--- src/rtl/logic_unit_tester_pkg.sv ---
// logic_unit_tester_pkg: shared FSM states, op encodings and vector layout for the logic unit tester
package logic_unit_tester_pkg;
  typedef enum logic [1:0] {IDLE, APPLY, SAMPLE, DONE} state_t;
  localparam logic [1:0] OP_AND = 2'b00;
  localparam logic [1:0] OP_OR  = 2'b01;
  localparam logic [1:0] OP_XOR = 2'b10;
  localparam logic [1:0] OP_NOT = 2'b11;
  localparam int NUM_VECTORS = 16;
  localparam int S1_POS = 3;
  localparam int S0_POS = 2;
  localparam int A_POS  = 1;
  localparam int B_POS  = 0;
endpackage

--- src/rtl/logic_unit_tester_model.sv ---
// logic_unit_model: combinational expected output of the 4-function logic unit (i_s1,i_s0,i_a,i_b -> o_exp)
module logic_unit_model
  import logic_unit_tester_pkg::*;
(
  input  logic i_s1,
  input  logic i_s0,
  input  logic i_a,
  input  logic i_b,
  output logic o_exp
);
  logic [1:0] w_op;
  assign w_op = {i_s1, i_s0};
  always_comb o_exp = (w_op == OP_AND) ? (i_a & i_b) :
                      (w_op == OP_OR)  ? (i_a | i_b) :
                      (w_op == OP_XOR) ? (i_a ^ i_b) : ~i_a;
endmodule

--- src/rtl/logic_unit_tester.sv ---
// logic_unit_tester: sweeps all 16 {s1,s0,a,b} vectors into a logic unit and reports errors (start -> busy/done/pass/err_count/first_fail_*)
module logic_unit_tester
  import logic_unit_tester_pkg::*;
#(
  parameter int SETTLE_CYCLES = 1,
  parameter int NUM_VECTORS   = 16
) (
  input  logic       clk,
  input  logic       rst,
  input  logic       start,
  input  logic       dut_o,
  output logic       drv_a,
  output logic       drv_b,
  output logic       drv_s1,
  output logic       drv_s0,
  output logic       busy,
  output logic       done,
  output logic       pass,
  output logic [4:0] err_count,
  output logic [3:0] first_fail_vec,
  output logic       first_fail_valid
);
  state_t     r_state;
  logic [3:0] r_idx;
  logic [3:0] r_wait;
  logic [3:0] w_nxt;
  logic       w_exp;
  logic       w_miss;
  assign w_nxt  = r_idx + 4'd1;
  assign w_miss = dut_o != w_exp;
  logic_unit_model u_model (
    .i_s1 (drv_s1),
    .i_s0 (drv_s0),
    .i_a  (drv_a),
    .i_b  (drv_b),
    .o_exp(w_exp)
  );
  always_ff @(posedge clk or posedge rst)
    if (rst) begin
      r_state          <= IDLE;
      r_idx            <= 4'd0;
      r_wait           <= 4'd0;
      drv_a            <= 1'b0;
      drv_b            <= 1'b0;
      drv_s1           <= 1'b0;
      drv_s0           <= 1'b0;
      busy             <= 1'b0;
      done             <= 1'b0;
      pass             <= 1'b0;
      err_count        <= 5'd0;
      first_fail_vec   <= 4'd0;
      first_fail_valid <= 1'b0;
    end else begin
      done <= 1'b0;
      case (r_state)
        IDLE:
          if (start) begin
            err_count        <= 5'd0;
            first_fail_vec   <= 4'd0;
            first_fail_valid <= 1'b0;
            r_idx            <= 4'd0;
            r_wait           <= 4'd0;
            busy             <= 1'b1;
            r_state          <= APPLY;
          end
        APPLY:
          if (r_wait == 4'(SETTLE_CYCLES - 1)) r_state <= SAMPLE;
          else r_wait <= r_wait + 4'd1;
        SAMPLE: begin
          if (w_miss) begin
            err_count <= err_count + 5'd1;
            if (!first_fail_valid) begin
              first_fail_vec   <= r_idx;
              first_fail_valid <= 1'b1;
            end
          end
          if (r_idx == 4'(NUM_VECTORS - 1)) r_state <= DONE;
          else begin
            r_idx   <= w_nxt;
            r_wait  <= 4'd0;
            drv_s1  <= w_nxt[S1_POS];
            drv_s0  <= w_nxt[S0_POS];
            drv_a   <= w_nxt[A_POS];
            drv_b   <= w_nxt[B_POS];
            r_state <= APPLY;
          end
        end
        DONE: begin
          done    <= 1'b1;
          pass    <= err_count == 5'd0;
          busy    <= 1'b0;
          drv_s1  <= 1'b0;
          drv_s0  <= 1'b0;
          drv_a   <= 1'b0;
          drv_b   <= 1'b0;
          r_state <= IDLE;
        end
        default: r_state <= IDLE;
      endcase
    end
endmodule

--- config.mk ---
export PLATFORM = sky130hd
export DESIGN_NAME = logic_unit_tester
export DESIGN_NICKNAME = d
export VERILOG_FILES = /design/src/rtl/logic_unit_tester_pkg.sv /design/src/rtl/logic_unit_tester_model.sv /design/src/rtl/logic_unit_tester.sv
export SDC_FILE = /design/constraint.sdc
export NUM_CORES = 1
export LEC_CHECK = 0
export ABC_AREA = 1
export ABC_CLOCK_PERIOD_IN_PS = 1300
export BUFFER_PORTS_ARGS = -buffer_cell sky130_fd_sc_hd__buf_4
export CAP_MARGIN = 20
export CORE_UTILIZATION = 25
export DETAILED_ROUTE_END_ITERATION = 10
export MAX_ROUTING_LAYER = met4
export SLEW_MARGIN = 15
export SYNTH_ARGS = -nofsm -noshare
export SYNTH_HDL_FRONTEND = slang
export SYNTH_SLANG_ARGS = --single-unit
--- constraint.sdc ---
create_clock -name clk -period 1.3 [get_ports clk]
set_input_delay 0.13 -clock clk [delete_from_list [all_inputs] [get_ports clk]]
set_output_delay 0.13 -clock clk [all_outputs]
set_load 0.02 [all_outputs]
==> impl_metrics.toml, run 1 <==
[power_and_ir_drop]
p_int_mw = 2.43
leakage_nw = 1.03
p_per_area_nw_per_um2 = 2030
power_frac_clock_pct = 11.7
power.total_mw = 4.21
p_seq_share_pct = 31.1
ir_worst_vdd_mv = 0.575
combPwrFrac_pct = 57.2
switching_power_mw = 1.78
sw_frac_of_total_pct = 42.2

[logic_synthesis]
yosysTopAreaCellShare_pct = 50.0
ys_ff_latch = 27
ys_seq_area_share_pct = 50.0
async_flop_share_pct = 100
yosysWarnings = 0
synthMostInstantiatedCell = "nand2_1"
synth.largest_area_cell = "dfrtp_1"
synth_fp_nets = 165
synth_area_um2 = 1350
avgSynthCellArea_um2 = 8.78
synth_common_cells = "39 x nand2_1, 27 x dfrtp_1, 19 x inv_1"
netlist_instances = 154
synth-main-ff-cell = "dfrtp_1"
synth_edf_count = 0
ys_types = 23
ys_top_cells_by_area = "dfrtp_1 50%, nand2_1 11%, ha_1 6.5%, inv_1 5.3%, nand3_1 5.2%"

[layout]
nFillCells = 521
postLayoutCoreUtil_pct = 40.0
diodes = 0
layout-area-overhead-vs-synth_pct = 53.0
final_cells = 282
postLayoutCellArea_um2 = 2070
nets = 224
drive_gt1_share_pct = 46.7

[hold_path]
whs_endpoint = "busy"
min_from = "start"
hold_path_class = "in2reg"
whs_path_depth = 3

[detailed_routing]
drc = 0
vias = 1198
via_per_inst = 4.25
wl_per_cell_um = 11.2
finalWirelength_um = 3160
drtAntennaViolNets = 0
drt-initial-drc-count = 45
drt_first_pass_iters = 4

[run_status]
violations = "negative setup slack"
outcome = "finished, violations left"

[sta]
setup_viol = 17
max_freq_ghz = 0.678
layout_setup_ws_ns = -0.175
layout_min_cycle_time_ns = 1.48
slew_headroom_pct = 77.8
tightest_slew_ns = 0.329
slew_violations = 0
grt_setup_unrepaired = "true"
skew_ns = 0.0131
hold_violations = 0
period_share_pct = 113

[worst_setup_path]
regToRegStartpoint = "drv_b"
start_kind = "register"
worstPathMaxFanout = 6
critPathKind = "reg2reg"
critPathRequiredTime_ns = 1.51
r2r_slack_ns = -0.18
slowest_delay_ns = 0.43
cp_cell_sequence = "inv_2, ha_4, inv_2, nand2_2, nand3_2, nand2_2, nand2_2, nand3_4, nand2_4, nand2_1, o21ai_1"
r2r_cells = 11
rr_endpoint = "err_count[4]"
crit_path_end_kind = "register"
cp_slowest_cell = "dfrtp_2"
crit_top_cell = "nand2_2"
worstPathArrival_ns = 1.68

[global_routing]
met3_usage_pct = 3.97
grtUsageMet1_pct = 13.7
grt_pass1_wl_um = 5090
grt_busiest_layer = "met2"
antenna_found_initial = 0
overflow = 0
met2_usage_pct = 21.7
grt_pass1_vias = 1183
grt_max_degree = 28
grt_use_total_pct = 12.3

[floorplan]
initial_core_util_pct = 26.1
io_pins = 21
dieArea_um2 = 5710
rows = 26
die_y_um = 75.6
core_um2 = 5170
die_x_um = 75.6

[clocking]
clk_path_buf_depth = 2
path_clk_slew_ns = 0.10
cts_tree = "built"
h-tree-depth = 1
cts_buffers = 3
cts_root_buffer = "clkbuf_8"
cts.sinks = 27
clock_latency_ns = 0.28

[placed_design]
portBuffers = 20
dpl.hpwl_um = 2100
gp_routability_congestion = 0.818
placed_area_um2 = 1770
place_ws_ns = -0.240
post-place-cells = 267

[job]
drv_cap = 0
final cells by class:
class                   count  area, um^2  area share [%]
inverters                  22        86.3            4.17
flip-flops and latches     27         679            32.8
multi-input cells         105         752            36.3
clock inverters             1        7.51           0.363
clock buffers               3        41.3            2.00
repair buffers             54         415            20.1
well taps                  70        87.6            4.23
power by group through the flow:
stage               registers, mW  clock network (mW)  logic (mW)
floorplan                    1.46                   0       0.892
global placement             1.30                   0        1.86
detailed placement           1.31                   0        1.89
CTS                          1.30               0.515        2.10
global route                 1.35               0.550        2.63
finish                       1.31               0.491        2.41
sequential cells by signal, indices dropped and copies added (netlist names):
| name | count |
|---|---|
| err_count | 5 |
| first_fail_vec | 4 |
| r_idx | 4 |
| r_wait | 4 |
| r_state | 2 |
| busy | 1 |
| done | 1 |
| drv_a | 1 |
| drv_b | 1 |
| drv_s0 | 1 |
| drv_s1 | 1 |
| first_fail_valid | 1 |
| pass | 1 |
worst max-delay path, delay by kind of cell (launching register included):
family / cells / cell delay, ns
buffers and inverters: 2 / 0.14
adders and majority gates: 1 / 0.21
AOI/OAI and AO/OA: 1 / 0.10
and+or+nand+nor: 7 / 0.52
DFF: 1 / 0.43
cell families (layout without fill, tap and decap cells):
kind of cell	Yosys count	in the layout	synth area share (%)
and+or+nand+nor	70	70	24.4
buffers and inverters	22	80	6.11
adders and majority gates	7	7	6.48
AOI/OAI and AO/OA	22	22	9.16
xor gates and xnor gates	6	6	3.89
DFF	27	27	50.0
what timing repair did:
action | CTS | global route
pin swaps | 17 | 6
setup buffers | 7 | 5
hold buffers | 1 | 0
endpoints found under the setup margin | 16 | 22
endpoints found under the hold margin | 27 | 0
gates resized for setup | 13 | 27
stage by stage:
step           hold WS, ns  setup TNS (ns)
3_3_place_gp         0.225           -1.99
4_1_cts             0.0423           -1.59
5_1_grt             0.0764           -3.13
3_5_place_dp         0.225           -2.20
2_1_floorplan        0.183           -1.49
6_report            0.0627           -1.73
cells in the final DEF, fill, tap and decap left out, types with 2 or more instances in the layout:
master,count
nand3_1,8
o21ai_0,5
inv_1,14
dfrtp_2,3
inv_2,7
nand3_4,5
o21ai_1,7
nand2_2,5
clkbuf_8,3
nor2_4,4
nand2_4,4
nor2_1,5
dfrtp_1,24
ha_1,5
a21oi_1,2
o21ai_2,3
buf_4,51
buf_6,2
nand3_2,4
nand2_1,33
xor2_1,5
clkinvlp_4,2
worst max path at each step:
stage / from / endpoint
6_report: drv_b / err_count[4]
5_1_grt: drv_a / first_fail_vec[2]
4_1_cts: drv_a / first_fail_vec[1]
3_5_place_dp: drv_a / err_count[4]
3_3_place_gp: drv_b / first_fail_vec[2]
2_1_floorplan: drv_a / first_fail_vec[2]
per-layer routing:
layer,vias up,part of all wire [%]
met1,564,44
met5,-,0
met2,16,52
met3,2,3.8
li1,616,-
met4,0,0.44
Power figures use the tool's default switching activity.
==> run 2, diff against run 1 <==
BUFFER_PORTS_ARGS = -buffer_cell sky130_fd_sc_hd__buf_2   (was -buffer_cell sky130_fd_sc_hd__buf_4)
CORE_MARGIN = 8   (was not set)
==> impl_metrics.toml, run 2 (synthesis gave the netlist of run 1 again) <==
[floorplan]
core_um2 = 5170
die_x_um = 89.6
dieArea_um2 = 8020
rows = 26
die_y_um = 89.6
initial_core_util_pct = 26.1
io_pins = 21

[clocking]
h-tree-depth = 1
cts.sinks = 27
cts_buffers = 3
cts_root_buffer = "clkbuf_8"
clock_latency_ns = 0.28
path_clk_slew_ns = 0.10
clk_path_buf_depth = 2
cts_tree = "built"

[placed_design]
gp_routability_congestion = 0.798
portBuffers = 20
dpl.hpwl_um = 2260
place_ws_ns = -0.235
placed_area_um2 = 1700

[layout]
nets = 220
layout-area-overhead-vs-synth_pct = 48.5
drive_gt1_share_pct = 46.2
diodes = 0
layout_commonest_cell = "nand2_1"
final_cell_mix = "30 x nand2_1, 27 x buf_4, 25 x dfrtp_1, 19 x buf_2, 14 x inv_1"
postLayoutCoreUtil_pct = 38.8
postLayoutCellArea_um2 = 2010
largest_reg_flops = 5
largest_register = "err_count"

[worst_setup_path]
r2r_cells = 12
worstPathMaxFanout = 6
worstPathArrival_ns = 1.71
start_kind = "register"
crit_top_cell = "nand2_4"
slowest_delay_ns = 0.39
cp_cell_sequence = "inv_2, ha_4, inv_2, nand2_2, nand3_4, nand2_4, nand2_4, nand2_4, nand2_4, nor2_4, nand2_1, nand2_1"
crit_path_end_kind = "register"
critPathKind = "reg2reg"
r2r_slack_ns = -0.18
cp_slowest_cell = "dfrtp_2"
critPathRequiredTime_ns = 1.53

[detailed_routing]
drtAntennaViolNets = 0
via_per_inst = 4.35
drt_first_pass_iters = 4
drt-initial-drc-count = 64
drc = 0
finalWirelength_um = 3270
wl_per_cell_um = 11.7
vias = 1209

[run_status]
violations = "negative setup slack"
outcome = "finished, violations left"

[sta]
layout_min_cycle_time_ns = 1.48
tns_ns = -1.69
grt_setup_unrepaired = "true"
slew_violations = 0
slew_headroom_pct = 69.5
setup_viol = 17
skew_ns = 0.0124
period_share_pct = 114
hold_violations = 0
tightest_slew_ns = 0.456
max_freq_ghz = 0.677
layout_setup_ws_ns = -0.177

[global_routing]
grt_pass1_vias = 1127
grt_pass1_wl_um = 5250
antenna_found_initial = 0
grt_max_degree = 28
grt_use_total_pct = 8.63
overflow = 0

[power_and_ir_drop]
p_per_area_nw_per_um2 = 2090
power.total_mw = 4.19
leakage_nw = 1.01
ir_worst_vdd_mv = 0.654

[job]
drv_cap = 0

[hold_path]
hold_path_class = "in2reg"
whs_path_depth = 3
-- run 2: final timing paths --
check,startpoint,end
setup reg to reg,drv_a,first_fail_vec[2]
min in group asynchronous,rst,busy
setup / recovery,drv_a,first_fail_vec[2]
hold / removal,start,busy
hold reg to reg,busy,busy
max in group asynchronous,rst,drv_b
-- run 2: metal layers --
metal,GRT usage [%],wire [um]
met1,10.5,1510
met4,1.81,26
met3,3.13,200
met5,-,0
met2,13.3,1530
-- run 2: critical path, delay by kind of cell (launching register included) --
| family | cells | cell delay, ns |
|---|---|---|
| adder cells (fa/ha/maj) | 1 | 0.26 |
| AND/OR/NAND/NOR | 9 | 0.70 |
| flip-flops | 1 | 0.39 |
| buffers and inverters | 2 | 0.09 |
-- run 2: layout make-up --
class / instances / area [um^2]
timing repair buffer: 50 / 342
multi-input combinational: 105 / 766
clock inverter: 1 / 7.51
tap: 70 / 87.6
inverter: 22 / 86.3
sequential: 27 / 678
clock buffer: 3 / 41.3
fill: 509 / 3160
-- run 2: metrics by stage --
| stage | cells | hold WS (ns) |
|---|---|---|
| after floorplan | 154 | 0.183 |
| after global placement | 265 | 0.213 |
| after detailed placement | 265 | 0.216 |
| after CTS | 275 | 0.0636 |
| after global routing | 278 | 0.0743 |
| final | 278 | 0.0606 |
-- run 2: report_power, final --
group	switching, mW	internal, mW	total, mW	leakage (nW)
Sequential	0.188	1.09	1.27	0.357
Combinational	1.36	1.06	2.42	0.631
Clock	0.281	0.218	0.499	0.0217
Total	1.83	2.36	4.19	1.01
-- run 2: repair_timing --
item / 4_1_cts / 5_1_grt
hold buffers: 1 / 0
setup buffers: 5 / 4
pin swaps: 12 / 16
hold endpoints to repair: 27 / 0
resized for setup: 21 / 25
setup endpoints to repair: 17 / 21
